### config.mk
export PLATFORM = sky130hd
export DESIGN_NAME = time_set_controller
export DESIGN_NICKNAME = d
export VERILOG_FILES = /design/src/rtl/nixie_pkg.sv /design/src/rtl/wrap_counter.sv /design/src/rtl/time_set_controller.sv
export SDC_FILE = /design/constraint.sdc
export NUM_CORES = 1
export LEC_CHECK = 0
export BUFFER_PORTS_ARGS = -buffer_cell sky130_fd_sc_hd__buf_2
export CORE_AREA = 2 2 88 65
export CTS_CLUSTER_DIAMETER = 100
export DETAILED_ROUTE_END_ITERATION = 7
export DIE_AREA = 0 0 90 67
export HOLD_SLACK_MARGIN = 0.1
export PLACE_DENSITY = 0.69
export SLEW_MARGIN = 20
export SYNTH_ARGS = -nofsm -noshare
export SYNTH_HDL_FRONTEND = slang
export SYNTH_SLANG_ARGS = --single-unit
export TNS_END_PERCENT = 50
### constraint.sdc
create_clock -name clk -period 2.2 [get_ports clk]
set_input_delay 0.22 -clock clk [delete_from_list [all_inputs] [get_ports clk]]
set_output_delay 0.22 -clock clk [all_outputs]
set_load 0.01 [all_outputs]
### src/rtl/nixie_pkg.sv
// Shared definitions for the nixie clock time-set logic.
//   state_t          : RUN/EDIT FSM state
//   CUR_SEC/MIN/HR   : one-hot cursor codes for the selected edit field
//   HOURS_MAX/MINSEC_MAX, field widths, timeout counter width
//   cursor_legal()   : true when a cursor code is one of the three one-hot values
package nixie_pkg;

    typedef enum logic {
        ST_RUN  = 1'b0,
        ST_EDIT = 1'b1
    } state_t;

    localparam int CUR_W      = 3;
    localparam int HOURS_W    = 5;
    localparam int MINSEC_W   = 6;
    localparam int TIMEOUT_W  = 6;

    localparam int HOURS_MAX  = 23;
    localparam int MINSEC_MAX = 59;

    localparam logic [CUR_W-1:0] CUR_SEC = 3'b001;
    localparam logic [CUR_W-1:0] CUR_MIN = 3'b010;
    localparam logic [CUR_W-1:0] CUR_HR  = 3'b100;

    function automatic logic cursor_legal(input logic [CUR_W-1:0] c);
        return (c == CUR_SEC) || (c == CUR_MIN) || (c == CUR_HR);
    endfunction

endpackage

### src/rtl/wrap_counter.sv
// Modulo (MAX+1) up/down counter used for each time field.
// Ports:
//   clk, reset : clock, asynchronous active-high reset (value -> 0)
//   inc, dec   : step up / down; both together cancel out
//   clear      : synchronous clear to 0
//   value      : current count, always within 0..MAX
//   wrap       : combinational, high when an increment takes MAX back to 0
module wrap_counter #(
    parameter int WIDTH = 6,
    parameter int MAX   = 59
) (
    input  logic             clk,
    input  logic             reset,
    input  logic             inc,
    input  logic             dec,
    input  logic             clear,
    output logic [WIDTH-1:0] value,
    output logic             wrap
);

    localparam logic [WIDTH-1:0] MAXV = WIDTH'(MAX);

    logic step_up;
    logic step_dn;

    assign step_up = inc && !dec;
    assign step_dn = dec && !inc;
    assign wrap    = step_up && (value == MAXV);

    always_ff @(posedge clk or posedge reset) begin
        if (reset) begin
            value <= '0;
        end else if (clear || (value > MAXV)) begin
            // An out-of-range value is scrubbed before any step is applied
            value <= '0;
        end else if (step_up) begin
            value <= (value == MAXV) ? '0 : value + 1'b1;
        end else if (step_dn) begin
            value <= (value == '0) ? MAXV : value - 1'b1;
        end
    end

endmodule

### src/rtl/time_set_controller.sv
// Time-of-day keeper with a button-driven edit mode.
// RUN: seconds advance on tick1Hz with carries into minutes and hours.
// EDIT: left/right move a one-hot cursor, up/down change the selected field
// without carry; an inactivity timeout (TIMEOUT_S ticks) returns to RUN.
// Ports:
//   clk, reset                         : clock, asynchronous active-high reset
//   tick1Hz                            : once-per-second pulse
//   modePulse                          : toggles RUN/EDIT
//   leftPulse, rightPulse              : cursor moves (EDIT only)
//   upPulse, downPulse                 : field inc/dec (EDIT only)
//   hours, minutes, seconds            : current time, binary
//   cursorPos                          : one-hot selected field (100 h, 010 m, 001 s)
//   editMode, blink                    : EDIT indicator and display blink phase
module time_set_controller
    import nixie_pkg::*;
#(
    parameter int TIMEOUT_S = 30
) (
    input  logic                clk,
    input  logic                reset,
    input  logic                tick1Hz,
    input  logic                modePulse,
    input  logic                leftPulse,
    input  logic                rightPulse,
    input  logic                upPulse,
    input  logic                downPulse,
    output logic [HOURS_W-1:0]  hours,
    output logic [MINSEC_W-1:0] minutes,
    output logic [MINSEC_W-1:0] seconds,
    output logic [CUR_W-1:0]    cursorPos,
    output logic                editMode,
    output logic                blink
);

    localparam logic [TIMEOUT_W-1:0] TO_LOAD = TIMEOUT_W'(TIMEOUT_S);

    state_t               state;
    logic [TIMEOUT_W-1:0] timeout;

    logic sec_inc, sec_dec, min_inc, min_dec, hr_inc, hr_dec;
    logic sec_wrap, min_wrap, hr_wrap_unused;
    logic buttons, field_up, field_dn, cur_ok;

    assign buttons  = leftPulse || rightPulse || upPulse || downPulse;
    assign field_up = upPulse && !downPulse;
    assign field_dn = downPulse && !upPulse;
    assign cur_ok   = cursor_legal(cursorPos);

    // Field step requests. RUN chains carries through the wrap outputs; EDIT
    // touches only the selected field, and only when the cursor is legal and
    // no mode toggle is pending.
    always_comb begin
        sec_inc = 1'b0;
        sec_dec = 1'b0;
        min_inc = 1'b0;
        min_dec = 1'b0;
        hr_inc  = 1'b0;
        hr_dec  = 1'b0;
        if (state == ST_RUN) begin
            sec_inc = tick1Hz;
            min_inc = sec_wrap;
            hr_inc  = min_wrap;
        end else if (!modePulse && cur_ok) begin
            sec_inc = field_up && (cursorPos == CUR_SEC);
            sec_dec = field_dn && (cursorPos == CUR_SEC);
            min_inc = field_up && (cursorPos == CUR_MIN);
            min_dec = field_dn && (cursorPos == CUR_MIN);
            hr_inc  = field_up && (cursorPos == CUR_HR);
            hr_dec  = field_dn && (cursorPos == CUR_HR);
        end
    end

    wrap_counter #(.WIDTH(MINSEC_W), .MAX(MINSEC_MAX)) u_sec (
        .clk   (clk),
        .reset (reset),
        .inc   (sec_inc),
        .dec   (sec_dec),
        .clear (1'b0),
        .value (seconds),
        .wrap  (sec_wrap)
    );

    wrap_counter #(.WIDTH(MINSEC_W), .MAX(MINSEC_MAX)) u_min (
        .clk   (clk),
        .reset (reset),
        .inc   (min_inc),
        .dec   (min_dec),
        .clear (1'b0),
        .value (minutes),
        .wrap  (min_wrap)
    );

    wrap_counter #(.WIDTH(HOURS_W), .MAX(HOURS_MAX)) u_hr (
        .clk   (clk),
        .reset (reset),
        .inc   (hr_inc),
        .dec   (hr_dec),
        .clear (1'b0),
        .value (hours),
        .wrap  (hr_wrap_unused)
    );

    always_ff @(posedge clk or posedge reset) begin
        if (reset) begin
            state     <= ST_RUN;
            cursorPos <= CUR_SEC;
            editMode  <= 1'b0;
            blink     <= 1'b0;
            timeout   <= '0;
        end else begin
            // Illegal cursor codes recover to seconds; later assignments in
            // this block only rotate a cursor that is already legal.
            if (!cur_ok) begin
                cursorPos <= CUR_SEC;
            end
            case (state)
                ST_RUN: begin
                    if (modePulse) begin
                        state     <= ST_EDIT;
                        editMode  <= 1'b1;
                        cursorPos <= CUR_SEC;
                        timeout   <= TO_LOAD;
                        blink     <= 1'b1;
                    end else begin
                        editMode  <= 1'b0;
                        blink     <= 1'b0;
                    end
                end
                ST_EDIT: begin
                    if (modePulse) begin
                        state    <= ST_RUN;
                        editMode <= 1'b0;
                        blink    <= 1'b0;
                        timeout  <= '0;
                    end else if (buttons) begin
                        // A button beats a coincident expiring tick
                        timeout <= TO_LOAD;
                        blink   <= 1'b1;
                        if (cur_ok && leftPulse && !rightPulse) begin
                            cursorPos <= {cursorPos[1:0], cursorPos[2]};
                        end else if (cur_ok && rightPulse && !leftPulse) begin
                            cursorPos <= {cursorPos[0], cursorPos[2:1]};
                        end
                    end else if (tick1Hz) begin
                        if ((timeout == '0) || (timeout == TIMEOUT_W'(1))) begin
                            state    <= ST_RUN;
                            editMode <= 1'b0;
                            blink    <= 1'b0;
                            timeout  <= '0;
                        end else begin
                            timeout <= timeout - 1'b1;
                            blink   <= ~blink;
                        end
                    end
                end
                default: begin
                    state    <= ST_RUN;
                    editMode <= 1'b0;
                    blink    <= 1'b0;
                end
            endcase
        end
    end

endmodule

==> run metrics, run 1 <==
#FFs+latches synth 29; Initial DRT Pass Iterations 4; worst skew pair latency 0.28 ns; detail-routed net length per standard cell 14.93 um; Post-Syn Nets 325; sw power 1.106 mW; Reg2Reg Depth 5; post-route ant nets 0; largest net degree at the start of global routing 30; final setup margin 0.1560 ns; setup TNS 0 ns; Final Hold Fails 0; synthesized instance count 306; final WL 6.121 mm; design area 0.002859 mm2; # setup viols final 0; Setup Crit Path Kind register to register; gr usage total 22.01%; unrepaired setup endpoints after global routing false; R2R Setup Slk 0.16 ns; core box area 0.005120 mm2; CTS tree done; Layout Utilization 55.84%; Final nets 356; PwrDens 894.6 mW/mm2; Lkg Pwr 1.181 nW; first-pass GRT wire length 10.83 mm; total CTS buffers 5; DP Area 0.002738 mm2; Slew Limit Fails 0; maximum VDD drop 0.5008 mV; die width 90 um; register area 728.2 um2; Cells on Worst Hold Path 4; CTS root buf clkbuf_8; CTS Sinks 29; CTS H-tree lvls 2; die area 0.006030 mm2; Critical Path Source u_min.value[3]; Power Total 2.558 mW; Top FF cell, synth dfrtp_1; Unique masters post-synth 65; P_int 1.452 mW; crit end category register; Clk network pwr share 18.4%; drt first-iter violations 212; worst slew pin tran 0.5681 ns; HP Class input pin to register; fin crit share 92.91%; routed via count 2478; CP peak stage delay 0.57 ns; run status finished clean; ys async rst share 100.0%; global route overflow 0; initial core utilization 49.22%; Antenna Cells 0; Max Cap Viol 0; Worst R2R End u_hr.value[3]; clock skew 0.006738 ns; Synth-to-Final Area Change 13.46%; Port-buffer cells 29; CP Capture Point u_hr.value[3]; Bufs on Longest Clock Path 2; area of the multi-input gates 0.001634 mm2; share of layout cells above drive strength 1 18.05%; HPWL Detailed 4.559 mm; Worst EP arrival 2.24 ns; GP Congestion 0.8577; Post-synth EDFFs 0; fillcell total 516; Setup WS pre-CTS 0.07478 ns; RR Startpoint u_min.value[3]; combinational share of power 49.1%; post-synthesis cell area 0.002520 mm2; vias in the first global route 2259; Worst setup SP type register; DRC 0; io pins 30; switching fraction of total power 43.25%; Max Fclk 0.4892 GHz; critical path fanouts, max 12; Critical Path RT 2.40 ns; Die Ht 67 um; row count 22; clock-pin slew on the worst setup and hold paths 0.07 ns; Synth warnings 0; Via density 6.044; initial antenna violation count 0; CP max stage cell dfrtp_1; crit-path cells nand4_1 > nor4_4 > a22oi_2 > or4_1 > o211ai_1; Flop pwr share 32.4%; Slew headroom 61.77%; Final min period 2.044 ns; Syn Area/Cell 8.235 um2; register area share after synthesis 28.85%
cells in the final DEF, fill, tap and decap left out, types with 7 or more instances in the layout:
cell      count
o211ai_1      7
ha_1         10
nor3_1       13
o21ai_0      12
nor2_1       19
nand3_1      11
dfrtp_1      27
inv_1        17
buf_2        29
nand2b_1      8
a21oi_1      28
nand2_1      19
buf_4        13
o21ai_1       7
registers in the layout, indices dropped and copies added (netlist names):
name / count
u_hr.value: 5
timeout: 6
editMode: 1
state: 1
blink: 1
u_min.value: 6
cursorPos: 3
u_sec.value: 6
synth_stat cells, drive strengths merged (3+ instances only):
library cell / count / area [um2]
a31oi: 5 / 31.28
a211oi: 5 / 37.54
ha: 11 / 137.6
or4: 4 / 30.03
a21o: 4 / 30.03
o211ai: 7 / 52.55
a21oi: 29 / 148.9
nand4: 4 / 40.04
o22a: 3 / 26.28
nand2: 19 / 71.32
nor3: 14 / 75.07
nand2b: 8 / 50.05
nor3b: 6 / 55.05
xor2: 4 / 35.03
o221ai: 3 / 26.28
nand3: 11 / 55.05
nor2: 19 / 71.32
inv: 17 / 63.81
o21a: 3 / 22.52
clkbuf: 5 / 18.77
or3: 3 / 23.77
and3: 4 / 25.02
and2: 6 / 37.54
nor4: 7 / 58.81
dfrtp: 28 / 700.7
o21ai: 19 / 95.09
nor2b: 6 / 37.54
buf: 14 / 88.83
xnor2: 4 / 35.03
a2111oi: 3 / 52.55
a2bb2oi: 3 / 26.28
worst min path at each step:
stage | from | end | slack [ns]
2_1_floorplan | reset | blink | 0.30
5_1_grt | tick1Hz | timeout[0] | 0.40
3_5_place_dp | reset | u_hr.value[2] | 0.32
4_1_cts | tick1Hz | timeout[0] | 0.37
6_report | tick1Hz | timeout[0] | 0.38
3_3_place_gp | reset | u_sec.value[1] | 0.32
cell type report:
| type | count | area share (%) |
|---|---|---|
| clock buffers | 8 | 3.151 |
| inverters | 17 | 2.232 |
| multi-input cells | 241 | 57.16 |
| flip-flops and latches | 29 | 25.47 |
| well taps | 72 | 3.151 |
| repair buffers | 43 | 8.840 |
layer usage:
| metal | vias up | GRT usage [%] | wire [um] |
|---|---|---|---|
| li1 | 1204 | - | - |
| met1 | 1177 | 31.99 | 3081 |
| met2 | 88 | 32.42 | 2575 |
| met3 | 9 | 4.072 | 393 |
| met4 | 0 | 8.077 | 70 |
| met5 | - | 0 | 0 |
power groups by stage:
stage	sequential, mW	clock, mW	combinational [mW]
floorplan	0.834	0	0.874
global placement	0.821	0	1.22
detailed placement	0.827	0	1.24
CTS	0.818	0.474	1.25
global route	0.858	0.501	1.40
finish	0.830	0.471	1.26
logic make-up (layout without fill, tap and decap cells):
family / Yosys count / count (layout) / synth area share (%)
and+or+nand+nor: 121 / 121 / 28.55
AOI/OAI and AO/OA: 100 / 100 / 27.16
buffers and inverters: 36 / 68 / 6.802
DFF: 29 / 29 / 28.85
adders and majority gates: 11 / 11 / 5.462
xor gates and xnor gates: 8 / 8 / 2.780
muxes: 1 / 1 / 0.3972
critical path, delay by kind of cell, from the launching register on:
family	cells	cell delay, ns
DFF	1	0.57
and+or+nand+nor	3	1.11
AOI/OAI and AO/OA	2	0.28
through the flow:
| step | hold WS, ns | std cells |
|---|---|---|
| 2_1_floorplan | 0.2974 | 306 |
| 5_1_grt | 0.3961 | 410 |
| 4_1_cts | 0.3659 | 409 |
| 6_report | 0.3752 | 410 |
| 3_3_place_gp | 0.3225 | 400 |
| 3_5_place_dp | 0.3224 | 400 |
repair_timing:
item / 4_1_cts / 5_1_grt
hold endpoints to repair: 28 / 0
endpoints found under the setup margin: 0 / 2
gates resized for setup: 0 / 3
buffers inserted: 0 / 1
hold buffers: 1 / 0
Note: power is estimated with default switching activity, not from simulation.
==> run 2: changes to the inputs <==
--- a/config.mk
+++ b/config.mk
@@ -5,15 +5,14 @@
 export SDC_FILE = /design/constraint.sdc
 export NUM_CORES = 1
 export LEC_CHECK = 0
+export ABC_AREA = 0
 export BUFFER_PORTS_ARGS = -buffer_cell sky130_fd_sc_hd__buf_2
-export CORE_AREA = 2 2 88 65
+export CORE_AREA = 2 2 98 72
 export CTS_CLUSTER_DIAMETER = 100
 export DETAILED_ROUTE_END_ITERATION = 7
-export DIE_AREA = 0 0 90 67
+export DIE_AREA = 0 0 100 74
 export HOLD_SLACK_MARGIN = 0.1
-export PLACE_DENSITY = 0.69
 export SLEW_MARGIN = 20
 export SYNTH_ARGS = -nofsm -noshare
 export SYNTH_HDL_FRONTEND = slang
 export SYNTH_SLANG_ARGS = --single-unit
-export TNS_END_PERCENT = 50
==> run 2 against run 1 <==
Effect of this change: first-iteration DRC count decreased by 62%; design area grew 1.7%; fmax rose by 1.7%; final cell count increased by 3.4%.
==> run metrics, run 2 (synthesis results as in run 1) <==
Bufs on Longest Clock Path 2; row count 25; Final min period 2.011 ns; final WL 6.230 mm; worst skew pair latency 0.29 ns; CTS Sinks 29; maximum VDD drop 0.3850 mV; CTS tree done; run status finished clean; Flop pwr share 31.7%; crit end category register; area of the multi-input gates 0.001624 mm2; Initial DRT Pass Iterations 5; Final nets 361; total CTS buffers 5; register area 726.9 um2; most frequent cells in the layout buf_2 (29), a21oi_1 (28), dfrtp_1 (28); Antenna Cells 0; Slew Limit Fails 0; Max Fclk 0.4974 GHz; first-pass GRT wire length 10.66 mm; setup TNS 0 ns; clock-pin slew on the worst setup and hold paths 0.07 ns; combinational share of power 49.1%; Clk network pwr share 19.2%; io pins 30; crit-path cells ha_2 > nand4_1 > nor4_4 > a22oi_2 > or4_1 > o211ai_1; Max Cap Viol 0; die area 0.007400 mm2; GP Congestion 0.9009; Critical Path RT 2.41 ns; Port-buffer cells 29; largest net degree at the start of global routing 30; Setup Crit Path Kind register to register; largest registers timeout: 6 flops, u_min.value: 6 flops, u_sec.value: 6 flops; initial core utilization 38.73%; Via density 5.733; Worst Path Buf+Inv 0; die width 100 um; worst slew pin tran 0.5324 ns; design area 0.002908 mm2; Lkg Pwr 1.216 nW; unrepaired setup endpoints after global routing false; DP Area 0.002794 mm2; Slew headroom 64.18%; CTS root buf clkbuf_8; routed via count 2431; critical path fanouts, max 8; initial antenna violation count 0; Final Hold Fails 0; # setup viols final 0; Worst setup SP type register; top cell family by delay on the critical path simple AND/OR/NAND/NOR gates; CP peak stage delay 0.49 ns; HP Class input pin to register; clock skew 0.005360 ns; CTS H-tree lvls 2; fillcell total 650; most common cell after layout, fill and taps aside buf_2; gr usage total 17.99%; detail-routed net length per standard cell 14.69 um; fin crit share 91.39%; CP max stage cell or4_1; P_int 1.489 mW; Synth-to-Final Area Change 15.39%; Die Ht 74 um; global route overflow 0; HPWL Detailed 4.618 mm; switching fraction of total power 42.58%; core box area 0.006506 mm2; PwrDens 891.8 mW/mm2; vias in the first global route 2187; Worst EP arrival 2.22 ns; share of layout cells above drive strength 1 19.53%; post-route ant nets 0; drt first-iter violations 81; DRC 0; sw power 1.104 mW
## run 2: cell count changes in the layout (fill, tap and decap cells not counted), sizes merged
cell    previous run  this run
clkinv             0         1
clkbuf             8         7
buf               42        47
## run 2: worst reg2reg max path: cells and delay by family (launching register included)
family | cells | cell delay [ns]
flip-flops | 1 | 0.46
AO/OA/AOI/OAI | 2 | 0.25
adder cells (fa/ha/maj) | 1 | 0.28
AND/OR/NAND/NOR | 3 | 0.93
## run 2: cell type report
type / count / share of cell area (%)
multi-input combinational: 241 / 55.85
sequential: 29 / 25.00
timing repair buffer: 48 / 9.983
tap: 81 / 3.485
clock buffer: 7 / 3.313
inverter: 17 / 2.194
clock inverter: 1 / 0.1721
## run 2: through the flow
stage | std cells | hold slack, ns | setup WS, ns | utilization [%] | total power [mW]
3_3_place_gp | 415 | 0.3155 | 0.2412 | 42.94 | 2.075
4_1_cts | 424 | 0.3658 | 0.1664 | 44.65 | 2.608
5_1_grt | 424 | 0.4126 | 0.03745 | 44.69 | 2.822
2_1_floorplan | 306 | 0.2974 | 0.2447 | - | 1.708
3_5_place_dp | 415 | 0.3251 | 0.1964 | 42.94 | 2.090
6_report | 424 | 0.3717 | 0.1894 | 44.69 | 2.593
## run 2: power by group through the flow
stage,clock (mW),sequential [mW],combinational [mW]
global placement,0,0.825,1.25
detailed placement,0,0.830,1.26
floorplan,0,0.834,0.874
finish,0.498,0.822,1.27
CTS,0.519,0.820,1.27
global route,0.537,0.845,1.44
## run 2: final timing paths
kind / from / to / slack [ns] / cells past startpoint
hold reg to reg: timeout[4] / timeout[4] / 0.52 / 1
max in group asynchronous: reset / cursorPos[0] / 1.33 / 4
setup / recovery: u_min.value[0] / u_hr.value[3] / 0.19 / 6
hold / removal: modePulse / blink / 0.37 / 3
setup reg to reg: u_min.value[0] / u_hr.value[3] / 0.19 / 6
min in group asynchronous: reset / u_sec.value[5] / 0.55 / 4
## run 2: layer usage
| metal | part of all wire [%] | GRT usage [%] | vias to the layer above |
|---|---|---|---|
| met1 | 50 | 27.14 | 1139 |
| li1 | - | - | 1209 |
| met3 | 6.3 | 3.477 | 6 |
| met2 | 42 | 25.75 | 77 |
| met4 | 1.1 | 6.088 | 0 |
| met5 | 0 | 0 | - |
## run 2: what timing repair did
| item | 4_1_cts | 5_1_grt |
|---|---|---|
| setup buffers | 0 | 0 |
| gates resized for setup | 0 | 1 |
| endpoints found under the hold margin | 28 | 0 |
| hold buffers | 1 | 0 |
| setup endpoints to repair | 0 | 1 |
